$ cat config.mk
export PLATFORM = sky130hd
export DESIGN_NAME = or_bus_event_counter_flat
export DESIGN_NICKNAME = d
export VERILOG_FILES = /design/src/rtl/or_bus_event_counter_if.sv /design/src/rtl/or_bus_event_counter.sv /design/src/flat_wrapper.sv
export SDC_FILE = /design/constraint.sdc
export NUM_CORES = 1
export LEC_CHECK = 0
export ABC_AREA = 1
export CORE_MARGIN = 2
export CORE_UTILIZATION = 40
export DETAILED_ROUTE_END_ITERATION = 16
export PLACE_DENSITY = 0.69
export SKIP_LAST_GASP = 1
export SYNTH_ARGS = -nofsm -noshare
export SYNTH_HDL_FRONTEND = slang
export SYNTH_SLANG_ARGS = --single-unit
$ cat constraint.sdc
create_clock -name clock -period 1.7 [get_ports clock]
set_clock_uncertainty 0.1 [all_clocks]
set_input_delay 0.255 -clock clock [delete_from_list [all_inputs] [get_ports clock]]
set_output_delay 0.255 -clock clock [all_outputs]
set_load 0.1 [all_outputs]
$ cat src/rtl/or_bus_event_counter_if.sv
// Snapshot handshake between the event counter (slave) and a slower reader (master).
// The reader drives req/ack and receives a registered copy of the count.
interface or_bus_event_counter_if #(
  parameter int CounterBits = 8
);
  logic                   snap_req;
  logic                   snap_ack;
  logic                   snap_valid;
  logic [CounterBits-1:0] snap_data;

  modport master (output snap_req, output snap_ack, input snap_valid, input snap_data);
  modport slave  (input snap_req, input snap_ack, output snap_valid, output snap_data);
endinterface

$ cat src/rtl/or_bus_event_counter.sv
// Counts tick-qualified rising edges on an OR-bus vector, with sticky overflow and a req/ack snapshot.
// Define OR_BUS_EVENT_COUNTER_SATURATE_EN to make the counter saturate at all-ones instead of wrapping.
module or_bus_event_counter #(
  parameter int NrOfBits    = 1,
  parameter int CounterBits = 8
) (
  input  logic                   clock,
  input  logic                   reset_n,
  input  logic                   tick,
  input  logic [NrOfBits-1:0]    data_in,
  input  logic                   clear,
  output logic                   event_out,
  output logic [CounterBits-1:0] count_out,
  output logic                   overflow,
  or_bus_event_counter_if.slave  snap
);

  typedef enum logic {
    SNAP_IDLE = 1'b0,
    SNAP_HOLD = 1'b1
  } snap_state_e;

  localparam logic [CounterBits-1:0] CountMax = '1;

  logic [NrOfBits-1:0] prev;
  logic                hit;
  snap_state_e         snap_state;
  snap_state_e         snap_state_next;

  // Several bits rising together still make a single event.
  assign hit = tick & (|(data_in & ~prev));

  // NOTE: sequential state uses non-blocking assignments so every register
  // samples the pre-edge values of its peers, independent of statement order.
  always_ff @(posedge clock) begin
    if (!reset_n) begin
      prev      <= '0;
      event_out <= 1'b0;
      count_out <= '0;
      overflow  <= 1'b0;
    end else begin
      if (tick) begin
        prev <= data_in;
      end
      event_out <= hit;
      if (clear) begin
        count_out <= '0;
        overflow  <= 1'b0;
      end else if (hit) begin
        if (count_out == CountMax) begin
`ifdef OR_BUS_EVENT_COUNTER_SATURATE_EN
          count_out <= CountMax;
`else
          count_out <= '0;
`endif
          overflow  <= 1'b1;
        end else begin
          count_out <= count_out + CounterBits'(1);
        end
      end
    end
  end

  always_ff @(posedge clock) begin
    if (!reset_n) begin
      snap_state <= SNAP_IDLE;
    end else begin
      snap_state <= snap_state_next;
    end
  end

  // NOTE: the default assignment up front keeps this block free of inferred latches.
  always_comb begin
    snap_state_next = snap_state;
    unique case (snap_state)
      SNAP_IDLE: if (snap.snap_req) snap_state_next = SNAP_HOLD;
      SNAP_HOLD: if (snap.snap_ack) snap_state_next = SNAP_IDLE;
      default:   snap_state_next = SNAP_IDLE;
    endcase
  end

  always_comb begin
    snap.snap_valid = (snap_state == SNAP_HOLD);
  end

  // Capture the pre-update count, so a same-cycle clear still yields the old value.
  always_ff @(posedge clock) begin
    if (!reset_n) begin
      snap.snap_data <= '0;
    end else if (snap_state == SNAP_IDLE && snap.snap_req) begin
      snap.snap_data <= count_out;
    end
  end

endmodule

$ cat src/flat_wrapper.sv
// flat-port wrapper written by rule: the top's interface ports become plain ports
module or_bus_event_counter_flat 
#(
  parameter int NrOfBits    = 1,
  parameter int CounterBits = 8
)
  (clock, reset_n, tick, data_in, clear, event_out, count_out, overflow, snap_snap_req, snap_snap_ack, snap_snap_valid, snap_snap_data);
  or_bus_event_counter_if #(.CounterBits(CounterBits)) snap_i ();
  input  logic clock;
  input  logic reset_n;
  input  logic tick;
  input  logic [NrOfBits-1:0] data_in;
  input  logic clear;
  output logic event_out;
  output logic [CounterBits-1:0] count_out;
  output logic overflow;
  input wire logic [$bits(snap_i.snap_req)-1:0] snap_snap_req;
  input wire logic [$bits(snap_i.snap_ack)-1:0] snap_snap_ack;
  output wire logic [$bits(snap_i.snap_valid)-1:0] snap_snap_valid;
  output wire logic [$bits(snap_i.snap_data)-1:0] snap_snap_data;
  assign snap_i.snap_req = snap_snap_req;
  assign snap_i.snap_ack = snap_snap_ack;
  assign snap_snap_valid = snap_i.snap_valid;
  assign snap_snap_data = snap_i.snap_data;
  or_bus_event_counter #(.NrOfBits(NrOfBits), .CounterBits(CounterBits)) u_core (.clock(clock), .reset_n(reset_n), .tick(tick), .data_in(data_in), .clear(clear), .event_out(event_out), .count_out(count_out), .overflow(overflow), .snap(snap_i));
endmodule
==> results of run 1 <==
registers in the layout, indices dropped and copies added, names as in the netlist:
name and flops:
u_core.count_out 8, u_core.snap.snap_data 8, u_core.event_out 1, u_core.overflow 1, u_core.prev 1, u_core.snap.snap_valid 1
tightest hold or removal path, delay by kind of cell (launching register included):
family,cells,cell delay [ns]
DFF,1,0.35
buffers and inverters,1,0.06
AOI/OAI and AO/OA,1,0.06
power breakdown:
part / internal (W) / switching (W) / total (W)
clock network: 0.000131 / 0.000141 / 0.000271
logic: 0.0000914 / 0.000167 / 0.000258
registers: 0.000487 / 0.0000203 / 0.000507
total: 0.000708 / 0.000328 / 0.00104
metal layers:
metal,vias up,share of wire (%)
met5,-,0
met4,0,0.73
met3,2,3.6
met2,19,52
met1,374,44
li1,399,-
worst paths after layout:
kind                                    start                          endpoint  cells past startpoint
max          u_core.count_out[1]$_SDFFE_PP0P_  u_core.count_out[3]$_SDFFE_PP0P_                      6
min              u_core.overflow$_SDFFE_PP0P_      u_core.overflow$_SDFFE_PP0P_                      2
max reg2reg  u_core.count_out[1]$_SDFFE_PP0P_  u_core.count_out[3]$_SDFFE_PP0P_                      6
min reg2reg      u_core.overflow$_SDFFE_PP0P_      u_core.overflow$_SDFFE_PP0P_                      2
logic make-up after synthesis:
logic type	after synthesis
adder cells (fa/ha/maj)	1
AND/OR/NAND/NOR	46
XOR/XNOR	1
buffers and inverters	18
flip-flops	20
AO/OA/AOI/OAI	23
layout make-up:
class | instances | area share [%]
Multi-Input combinational cell | 71 | 27.4
Clock buffer | 4 | 2.66
Inverter | 17 | 4.67
Timing Repair Buffer | 26 | 32.8
Sequential cell | 20 | 30.0
Tap cell | 27 | 2.47
cell usage after synthesis:
cell	number	area [um2]
dfxtp_1	20	400
nand2_1	20	75.1
inv_1	14	52.6
a21oi_1	13	65.1
nor2_1	9	33.8
o21ai_0	8	40.0
nand3_1	6	30.0
nor2_4	4	45.0
inv_2	3	11.3
nor2_2	3	18.8
nand2_2	2	12.5
nand3_2	2	20.0
buf_4	1	7.51
ha_1	1	12.5
o21a_1	1	7.51
o21ai_1	1	5.00
xor2_1	1	8.76
per-stage QoR:
| step | instance area, um2 | hold slack [ns] |
|---|---|---|
| 3_5_place_dp | 1330 | 0.381 |
| 4_1_cts | 1370 | 0.402 |
| 3_3_place_gp | 1330 | 0.385 |
| 2_1_floorplan | 856 | 0.291 |
| 6_report | 1370 | 0.396 |
| 5_1_grt | 1370 | 0.418 |
==> impl_metrics.toml, run 1 <==
[outcome]
status = "complete, no violations"

[finish]
final_common_cell = "nand2_1"
final_cells = 165
fillers = 152
antennaDiodeCount = 0
multi_input_area_um2 = 374
fin_nets = 147
area_delta_synth_final_pct = 61.5
sequential_cell_area_um2 = 410
drive_gt1_share_pct = 33.3
post-route-util_pct = 68.9
final_cell_mix = "20 x nand2_1, 19 x buf_12, 14 x inv_1"

[clocking]
htreeDepth = 1
cts_buffers = 3
clk_path_buf_depth = 2
clk_latency_ns = 0.30
cts_tree = "yes"
post_cts_buffers = 0
path_clk_slew_ns = 0.11
cts_resized = 0
cts.sinks = 20
holdBufCountCts = 0
cts-root-buf = "clkbuf_4"

[global_route]
grt_max_degree = 17
overflow = 0
gr-usage-met3_pct = 3.03
grt_pass1_vias = 747
antenna_found_initial = 0
grt_usage_pct = 17.3
busiest_layer = "met2"
grtUsageMet1_pct = 20.7
grtUsageMet2_pct = 30.0
grt_pass1_wl_um = 3310

[yosys]
synth.distinct_cells = 17
synth-seq-cells = 20
synth-adder-area-share_pct = 1.48
yosysWarnings = 0
avgSynthCellArea_um2 = 7.76
synth_nets = 117
yosysSeqAreaShare_pct = 47.3
yosys.area_share.simple_pct = 27.8
synth_area_um2 = 846
syn_inst = 109
synth_xor_area_share_pct = 1.04
synth_top_family_by_area = "simple AND/OR/NAND/NOR gates"
synthMuxAreaShare_pct = 0
synth_compound_area_share_pct = 13.9

[routing]
ant_nets = 0
wl_um = 1930
vias_per_cell = 4.81
wire_per_inst_um = 11.7
drc = 0
vias = 794
drt_first_pass_iters = 4
detail_route.iter0.violations = 6

[setup_path]
startpoint_type = "flop"
path_cells = "ha_1, nand2_1, nor2_1, nand3_2, nand2_1, nor2_1"
path_buf_inv = 0
reg2reg_slack_ns = 0.31
critPathArrivalTime_ns = 1.49
required_ns = 1.80
path_class = "flop to flop"
worst_path_max_delay_cell = "dfxtp_2"
cpPeakStageDelay_ns = 0.43
critPathCaptureType = "flop"
crit_family = "simple AND/OR/NAND/NOR gates"
worstPathMaxFanout = 6

[die]
dieArea_um2 = 2500
die_w_um = 50.0
coreArea_um2 = 1980
fp-row-count = 16
die_h_um = 50.0
ioPinCount = 26
start_util_pct = 42.7

[run]
max_cap_viol_count = 0

[sta]
rsz0062_at_grt = "no"
slew_headroom_pct = 79.5
timing.fmax_ghz = 0.717
tns_ns = 0
finalCritPeriodShare_pct = 82.0
fin_crit_ns = 1.39
tightest_slew_ns = 0.306
finalSetupViolations = 0
timing.final.ws_setup_ns = 0.306
slew_viol_final = 0
finalHoldViolations = 0

[placed_design]
place_inst = 161
port_buffers = 25
hpwl_um = 1470
gp_congestion = 0.885
pre_cts_slack_ns = 0.106

[power_and_ir_drop]
power.density_nw_per_um2 = 758
p_leak_nw = 0.523
finalPower_w = 0.00104
ir_drop_mv = 0.457

[hold_path]
hold_path_class = "flop to flop"
Power figures use the tool's default switching activity.
==> run 2: changes to the inputs <==
--- a/config.mk
+++ b/config.mk
@@ -9,7 +9,7 @@
 export CORE_MARGIN = 2
 export CORE_UTILIZATION = 40
 export DETAILED_ROUTE_END_ITERATION = 16
-export PLACE_DENSITY = 0.69
+export PLACE_DENSITY = 0.72
 export SKIP_LAST_GASP = 1
 export SYNTH_ARGS = -nofsm -noshare
 export SYNTH_HDL_FRONTEND = slang
==> constraint.sdc (replaced) <==
create_clock -name clock -period 1.2 [get_ports clock]
set_clock_uncertainty 0.1 [all_clocks]
set_input_delay 0.18 -clock clock [delete_from_list [all_inputs] [get_ports clock]]
set_output_delay 0.18 -clock clock [all_outputs]
set_load 0.1 [all_outputs]
==> run 2 against run 1 <==
  * The run now ends with setup timing left
  * Cell count increased by 6.1%
  * Clock power increased by 27%
  * Routed wire length increased by 17%
  * Global-route usage increased by 1.5 points
  * Utilization increased by 9.1 points
  * Register-to-register slack got worse by 0.36 ns
  * Sequential power increased by 39%
  * Non-clock buffer count increased by 10
  * Critical path depth increased by 1
  * Largest cell class unchanged
==> impl_metrics.toml, run 2 (synthesis gave the netlist of run 1 again) <==
[setup_path]
required_ns = 1.34
critPathArrivalTime_ns = 1.39
crit_top_cell = "nand2_1"
critPathCaptureType = "flop"
cpPeakStageDelay_ns = 0.40
worstPathMaxFanout = 4
worst_path_max_delay_cell = "dfxtp_4"
path_buf_inv = 1
path_class = "flop to flop"
startpoint_type = "flop"
crit_family = "simple AND/OR/NAND/NOR gates"
path_cells = "buf_4, nand3_2, nor2_4, nand2_1, nand2_1, nand2_1, nor2_1"

[die]
start_util_pct = 42.7
ioPinCount = 26
die_h_um = 50.0
dieArea_um2 = 2500
coreArea_um2 = 1980
die_w_um = 50.0
fp-row-count = 16

[sta]
finalSetupViolations = 5
finalHoldViolations = 0
rsz0062_at_grt = "yes"
slew_headroom_pct = 85.6
fin_crit_ns = 1.25
finalCritPeriodShare_pct = 104
tns_ns = -0.173
timing.final.ws_setup_ns = -0.0535
slew_viol_final = 0
tightest_slew_ns = 0.215
timing.fmax_ghz = 0.798

[hold_path]
hold_path_class = "input pin to flop"

[power_and_ir_drop]
p_leak_nw = 0.618
ir_drop_mv = 0.570
power.switching_w = 0.000488
combPwrFrac_pct = 27.3
power.density_nw_per_um2 = 935
power_frac_seq_pct = 48.9
intPower_w = 0.000958
p_sw_share_pct = 33.8
pwr-share-clk_pct = 23.8

[finish]
final_common_cell = "buf_12"
post-route-util_pct = 78.0
reg_top3 = "u_core.count_out x8, u_core.snap.snap_data x8"
drive_gt1_share_pct = 48.0
final_cell_mix = "20 x buf_12, 18 x nand2_1, 14 x inv_1"
antennaDiodeCount = 0
fillers = 131
area_delta_synth_final_pct = 82.8
fin_nets = 157

[clocking]
cts_tree = "yes"
path_clk_slew_ns = 0.12
cts-root-buf = "clkbuf_4"
clk_latency_ns = 0.31
htreeDepth = 1
cts_buffers = 3
holdBufCountCts = 0
cts.sinks = 20
clk_path_buf_depth = 2

[global_route]
overflow = 0
grt_pass1_wl_um = 3530
antenna_found_initial = 0
grt_max_degree = 15
grt_usage_pct = 18.8
grt_pass1_vias = 784

[routing]
vias_per_cell = 4.79
drc = 0
wire_per_inst_um = 12.9
drt_first_pass_iters = 4
detail_route.iter0.violations = 24
ant_nets = 0
vias = 838
wl_um = 2250

[outcome]
status = "finished with violations"
failed_checks = "setup timing"

[placed_design]
hpwl_um = 1670
port_buffers = 25
gp_congestion = 0.885

[run]
max_cap_viol_count = 0
## run 2: power groups by stage
| stage | Combinational (W) | Sequential [W] | Clock, W |
|---|---|---|---|
| finish | 0.000395 | 0.000707 | 0.000344 |
| global route | 0.000410 | 0.000711 | 0.000384 |
| CTS | 0.000392 | 0.000707 | 0.000348 |
| detailed placement | 0.000388 | 0.000723 | 0 |
| global placement | 0.000384 | 0.000721 | 0 |
| floorplan | 0.0000643 | 0.000879 | 0 |
## run 2: routing by layer
| metal | vias to the layer above | routed length (um) | GRT usage [%] | share of wire, % |
|---|---|---|---|---|
| met5 | - | 0 | 0 | 0 |
| met4 | 0 | 44 | 9.26 | 2.0 |
| met3 | 7 | 100 | 3.64 | 4.4 |
| met2 | 31 | 1130 | 30.0 | 50 |
| met1 | 379 | 976 | 23.8 | 43 |
| li1 | 421 | - | - | - |
## run 2: repair_timing
| item | CTS | global route |
|---|---|---|
| gates resized for setup | 2 | 7 |
| pin swaps | 1 | 5 |
| buffers inserted | 3 | 2 |
| setup endpoints to repair | 6 | 10 |
## run 2: path summary, 6_finish.rpt
| check | startpoint | end | slack (ns) | cells after the start |
|---|---|---|---|---|
| hold reg to reg | u_core.overflow$_SDFFE_PP0P_ | u_core.overflow$_SDFFE_PP0P_ | 0.39 | 2 |
| setup / recovery | u_core.count_out[0]$_SDFFE_PP0P_ | u_core.count_out[5]$_SDFFE_PP0P_ | -0.05 | 7 |
| setup reg to reg | u_core.count_out[0]$_SDFFE_PP0P_ | u_core.count_out[5]$_SDFFE_PP0P_ | -0.05 | 7 |
| hold / removal | data_in | u_core.event_out$_SDFF_PN0_ | 0.16 | 3 |
## run 2: area by class of cell
type,count,area (um2),share of cell area [%]
Clock buffer,4,26.3,1.70
Inverter,17,63.8,4.13
Multi-Input combinational cell,71,432,27.9
Sequential cell,20,443,28.6
Tap cell,27,33.8,2.18
Timing Repair Buffer,36,548,35.4
## run 2: worst min-delay path, stage by stage
cell	delay [ns]
dlymetal6s2s_1	0.16
nand3_4	0.14
nor2_1	0.05
## run 2: metrics by stage
stage	area, um2	setup slack (ns)	cells	total power, W	hold WS [ns]
2_1_floorplan	918	-0.186	109	0.000944	0.208
3_3_place_gp	1440	-0.259	166	0.00110	0.365
3_5_place_dp	1440	-0.304	166	0.00111	0.371
4_1_cts	1500	-0.0424	173	0.00145	0.389
5_1_grt	1550	-0.0944	175	0.00151	0.159
6_report	1550	-0.0535	175	0.00145	0.157
